==> src/rtl/fetchu.sv <==
// Instruction fetch / program-counter stage driven by the scheduler phase strobes.
// Optional interrupt entry at write-back is enabled by defining FETCHU_IRQ_EN.
module fetchu #(
    parameter int unsigned     AW       = 16,
    parameter int unsigned     DW       = 32,
    parameter logic [AW-1:0]   RESET_PC = 'h0000,
    parameter logic [AW-1:0]   IRQ_VEC  = 'h0002
) (
    input  logic          clk,
    input  logic          reset,
    input  logic          phf,
    input  logic          phe,
    input  logic          phm,
    input  logic          phw,
    input  logic [DW-1:0] mem_rdata,
    input  logic [AW-1:0] dmem_addr,
    input  logic          branch_taken,
    input  logic [AW-1:0] branch_target,
    input  logic          irq,
    output logic [AW-1:0] mem_addr,
    output logic          mem_fetch,
    output logic [AW-1:0] pc,
    output logic [DW-1:0] ic,
    output logic          inst_valid,
    output logic [31:0]   icnt,
    output logic          phase_err,
    output logic          irq_ack,
    output logic [AW-1:0] epc
);

    // phase     | meaning
    // PH_IDLE   | no strobe high (scheduler in reset), nothing updates
    // PH_FETCH  | capture mem_rdata into ic
    // PH_EXEC   | advance pc
    // PH_MEM    | data access on the shared bus, no state change
    // PH_WB     | retire: count, apply branch / interrupt
    // PH_ERR    | more than one strobe high, only phase_err updates
    typedef enum logic [2:0] {
        PH_IDLE,
        PH_FETCH,
        PH_EXEC,
        PH_MEM,
        PH_WB,
        PH_ERR
    } phase_t;

    phase_t     phase;
    logic [2:0] ph_count;

    always_comb begin
        ph_count = {2'b00, phf} + {2'b00, phe} + {2'b00, phm} + {2'b00, phw};
        phase    = PH_IDLE;
        if (ph_count > 3'd1)
            phase = PH_ERR;
        else if (phf)
            phase = PH_FETCH;
        else if (phe)
            phase = PH_EXEC;
        else if (phm)
            phase = PH_MEM;
        else if (phw)
            phase = PH_WB;
    end

    // The shared bus belongs to fetch only while phf is high, with no register stage.
    assign mem_addr  = phf ? pc : dmem_addr;
    assign mem_fetch = phf;

    always_ff @(posedge clk) begin
        if (reset) begin
            pc         <= RESET_PC;
            ic         <= '0;
            inst_valid <= 1'b0;
            icnt       <= '0;
            phase_err  <= 1'b0;
        end else begin
            case (phase)
                PH_ERR: phase_err <= 1'b1;
                PH_FETCH: begin
                    ic         <= mem_rdata;
                    inst_valid <= 1'b1;
                end
                PH_EXEC: pc <= pc + AW'(1);
                PH_WB: begin
                    icnt <= icnt + 32'd1;
`ifdef FETCHU_IRQ_EN
                    if (irq)
                        pc <= IRQ_VEC;
                    else if (branch_taken)
                        pc <= branch_target;
`else
                    if (branch_taken)
                        pc <= branch_target;
`endif
                end
                default: ;
            endcase
        end
    end

`ifdef FETCHU_IRQ_EN
    // Interrupt entry wins over a branch; the branch destination becomes the return PC.
    always_ff @(posedge clk) begin
        if (reset) begin
            irq_ack <= 1'b0;
            epc     <= '0;
        end else begin
            irq_ack <= 1'b0;
            if (phase == PH_WB && irq) begin
                irq_ack <= 1'b1;
                epc     <= branch_taken ? branch_target : pc;
            end
        end
    end
`else
    logic          unused_irq;
    logic [AW-1:0] unused_irq_vec;
    assign unused_irq     = irq;
    assign unused_irq_vec = IRQ_VEC;
    assign irq_ack        = 1'b0;
    assign epc            = '0;
`endif

endmodule

==> config.mk <==
export PLATFORM = sky130hd
export DESIGN_NAME = fetchu
export DESIGN_NICKNAME = d
export VERILOG_FILES = /design/src/rtl/fetchu.sv
export SDC_FILE = /design/constraint.sdc
export NUM_CORES = 1
export LEC_CHECK = 0
export ABC_AREA = 1
export BUFFER_PORTS_ARGS = -buffer_cell sky130_fd_sc_hd__clkbuf_2
export CAP_MARGIN = 15
export CELL_PAD_IN_SITES_DETAIL_PLACEMENT = 0
export CELL_PAD_IN_SITES_GLOBAL_PLACEMENT = 1
export CORE_MARGIN = 2
export CORE_UTILIZATION = 33
export DETAILED_ROUTE_END_ITERATION = 12
export PLACE_DENSITY = 0.9
export SLEW_MARGIN = 20
export SYNTH_ARGS = -nofsm -noshare
export SYNTH_HDL_FRONTEND = slang
export SYNTH_SLANG_ARGS = --single-unit
export TNS_END_PERCENT = 30
==> constraint.sdc <==
create_clock -name clk -period 3.3 [get_ports clk]
set_clock_uncertainty 0.15 [all_clocks]
set_input_delay 0.495 -clock clk [delete_from_list [all_inputs] [get_ports clk]]
set_output_delay 0.495 -clock clk [all_outputs]
set_load 0.005 [all_outputs]
==> reports/qor.yml <==
syn_area_per_cell_um2: 6.36
clk_latency_ns: 0.35
initial_core_util_pct: 33.6
synth_ff_type: "dfxtp_1"
grt_pass1_vias: 4447
area.sequential_um2: 1640
grt_use_total_pct: 17.7
rr_endpoint: "icnt[25]"
reg2reg_from: "icnt[9]"
finalCritPeriodShare_pct: 76.6
cp_max_fo: 30
syn-cell-area_um2: 4650
die_h_um: 123
antennaDiodeCount: 0
pwr-share-seq_pct: 46.1
ir_drop_uv: 245
rr_worst_depth: 7
setup_viol_count_final: 0
maxCapViolCount: 0
post-cts-setup-buffer-count: 0
cpMaxStageDelayCell: "inv_2"
cts_max_level: 3
drt_iter0_markers: 267
io_pins: 188
endpoint_kind: "flip-flop"
r2r_slack_ns: 1.40
cts_resized: 0
power_density_nw_per_um2: 386
yosysMostFrequentCell: "nand2_1"
clock.fmax_mhz: 396
die_area_um2: 15000
crit_chain: "clkbuf_2 > inv_1 > fa_1 > inv_1 > nand2_1 > nand2_2 > nor2_4 > nand2_2 > inv_2 > nand2_1 > o21ai_0 > a21oi_1"
clockRootBuffer: "clkbuf_16"
drt-wirelength-per-cell_um: 12.5
cts_sinks: 82
cp.arrival_ns: 2.62
crit_buf_inv: 4
ys_ff_latch: 82
syn2layout_area_growth_pct: 25.5
setup_tns_ns: 0
comb_power_share_pct: 10.4
critPathTopFamily: "buffers and inverters"
timing.final.max_slew_violations: 0
vias: 4992
row_count: 43
fp.coreArea_um2: 13800
slew_headroom_pct: 48.7
ys_seq_area_share_pct: 35.3
crit_path_start_kind: "primary input"
multi_input_area_um2: 2570
pre_cts_ws_ns: 0.390
clk_pin_slew_ns: 0.07
holdPathStages: 3
synth_area_leader_cell: "dfxtp_1"
die_x_um: 123
run_status: "completed"
fin_crit_ns: 2.53
final_nets: 959
clockBufferDepth: 2
netlist_top_cells_area: "dfxtp_1 35%, nand2_1 19%, nand3_1 7.6%, a21oi_1 6.9%, nor2_1 6.7%"
rsz0062_at_grt: "no"
sw_frac_of_total_pct: 26.5
synth_warnings: 0
antenna_found_initial: 0
cts_tree: "yes"
grt_max_degree: 61
drt-total-wl_um: 13300
dp_hpwl_um: 9660
via_per_inst: 4.67
fillers: 1514
max_stage_delay_ns: 0.52
synth_top_area_share_pct: 35.3
p_clk_share_pct: 43.5
synth_cells: 730
hold-path-endpoint: "ic[12]"
synth_edf_count: 0
intPower_mw: 1.65
ant_nets: 0
drive_gt1_share_pct: 23.4
portBuffers: 169
gp_congestion: 0.808
worst_slack_ns: 0.774
cp-startpoint: "phe"
synth.distinct_cells: 32
cts_buffers: 9
required_ns: 3.39
crit_type: "in -> reg"
netSwitchingPower_uw: 598
hold_violations: 0
drtPass1Iterations: 6
hold_path.class: "in -> reg"
hp-start: "mem_rdata[12]"
grt_pass1_wl_um: 21300
tightest_slew_ns: 0.769
netlist_top_cells_count: "236 x nand2_1, 83 x nor2_1, 82 x dfxtp_1"
leakage_nw: 2.60
cts-hold-fix-buffers: 0
drc: 0
overflow: 0
async_reset_ff_share_pct: 0
state kept, by name, summed over array words and instances (netlist names):
signal	flops
ic	32
icnt	32
pc	16
inst_valid	1
phase_err	1
metrics by stage:
step / hold WS (ns) / power, mW / std cells / instance area [um2] / utilization (%)
after CTS: 0.231 / 2.29 / 1069 / 5830 / 42.2
after global routing: 0.236 / 2.37 / 1069 / 5830 / 42.2
after floorplan: 0.297 / 1.20 / 746 / 4710 / -
after detailed placement: 0.295 / 1.30 / 1053 / 5540 / 40.1
final: 0.247 / 2.25 / 1069 / 5830 / 42.2
after global placement: 0.287 / 1.30 / 1053 / 5540 / 40.1
how the worst max path moves through the flow:
| stage | end | slack, ns | cells after the start |
|---|---|---|---|
| after global routing | icnt[7] | 0.61 | 12 |
| after floorplan | pc[12] | 0.66 | 14 |
| after CTS | icnt[3] | 0.76 | 12 |
| after global placement | icnt[7] | 0.43 | 12 |
| final | icnt[7] | 0.77 | 12 |
| after detailed placement | icnt[7] | 0.39 | 12 |
cell type report:
cell class	count	area share, %
sequential	82	28.2
timing repair buffer	177	15.5
clock inverter	6	0.815
tap	180	3.86
clock buffer	10	4.10
inverter	54	3.48
multi-input combinational	560	44.1
cells by family (layout without fill, tap and decap cells):
| family | Yosys count | count (layout) | share of synthesized area (%) |
|---|---|---|---|
| AO/OA/AOI/OAI | 98 | 98 | 10.7 |
| other | 1 | 17 | 0.0807 |
| AND/OR/NAND/NOR | 431 | 431 | 40.2 |
| XOR/XNOR | 11 | 11 | 2.07 |
| buffers and inverters | 104 | 247 | 10.7 |
| flip-flops | 82 | 82 | 35.3 |
| adder cells (fa/ha/maj) | 3 | 3 | 0.969 |
worst reg2reg max path, stage by stage, from the launching register on:
cell,delay (ns)
dfxtp_1,0.44
nand2_1,0.13
nor2_2,0.23
nand3_1,0.12
nor2_1,0.33
nand3_1,0.18
o21ai_1,0.15
nor2_1,0.05
per-layer routing:
layer	global-route usage, %	vias up	wire [um]	share of wire, %
li1	-	2601	-	-
met2	28.7	150	5970	45
met3	4.88	13	946	7.1
met5	0	-	0	0
met4	5.60	0	143	1.1
met1	22.9	2228	6260	47
power groups by stage:
stage,combinational [mW],clock [mW],sequential (mW)
finish,0.235,0.980,1.04
global route,0.268,1.06,1.04
CTS,0.238,1.02,1.04
detailed placement,0.236,0,1.06
global placement,0.237,0,1.06
floorplan,0.140,0,1.06
layout by cell type, fill, tap and decap left out, types with 2 or more instances in the layout:
cell type / netlist / routed
nand2_1: 236 / 236
clkbuf_2: 0 / 169
nor2_1: 83 / 83
dfxtp_1: 82 / 82
nand3_1: 71 / 71
a21oi_1: 64 / 64
inv_1: 51 / 51
o21ai_0: 30 / 30
conb_1: 1 / 17
nand3b_1: 11 / 11
xor2_1: 11 / 11
clkbuf_16: 0 / 9
nand4_1: 8 / 8
buf_4: 19 / 8
or2_0: 7 / 7
nor2_2: 4 / 4
inv_6: 0 / 3
nand2_2: 2 / 2
inv_2: 2 / 2
nor2_8: 2 / 2
o21ai_1: 2 / 2
nor3_1: 2 / 2
nor3b_2: 2 / 2
ha_1: 2 / 2
Power figures use the tool's default switching activity.
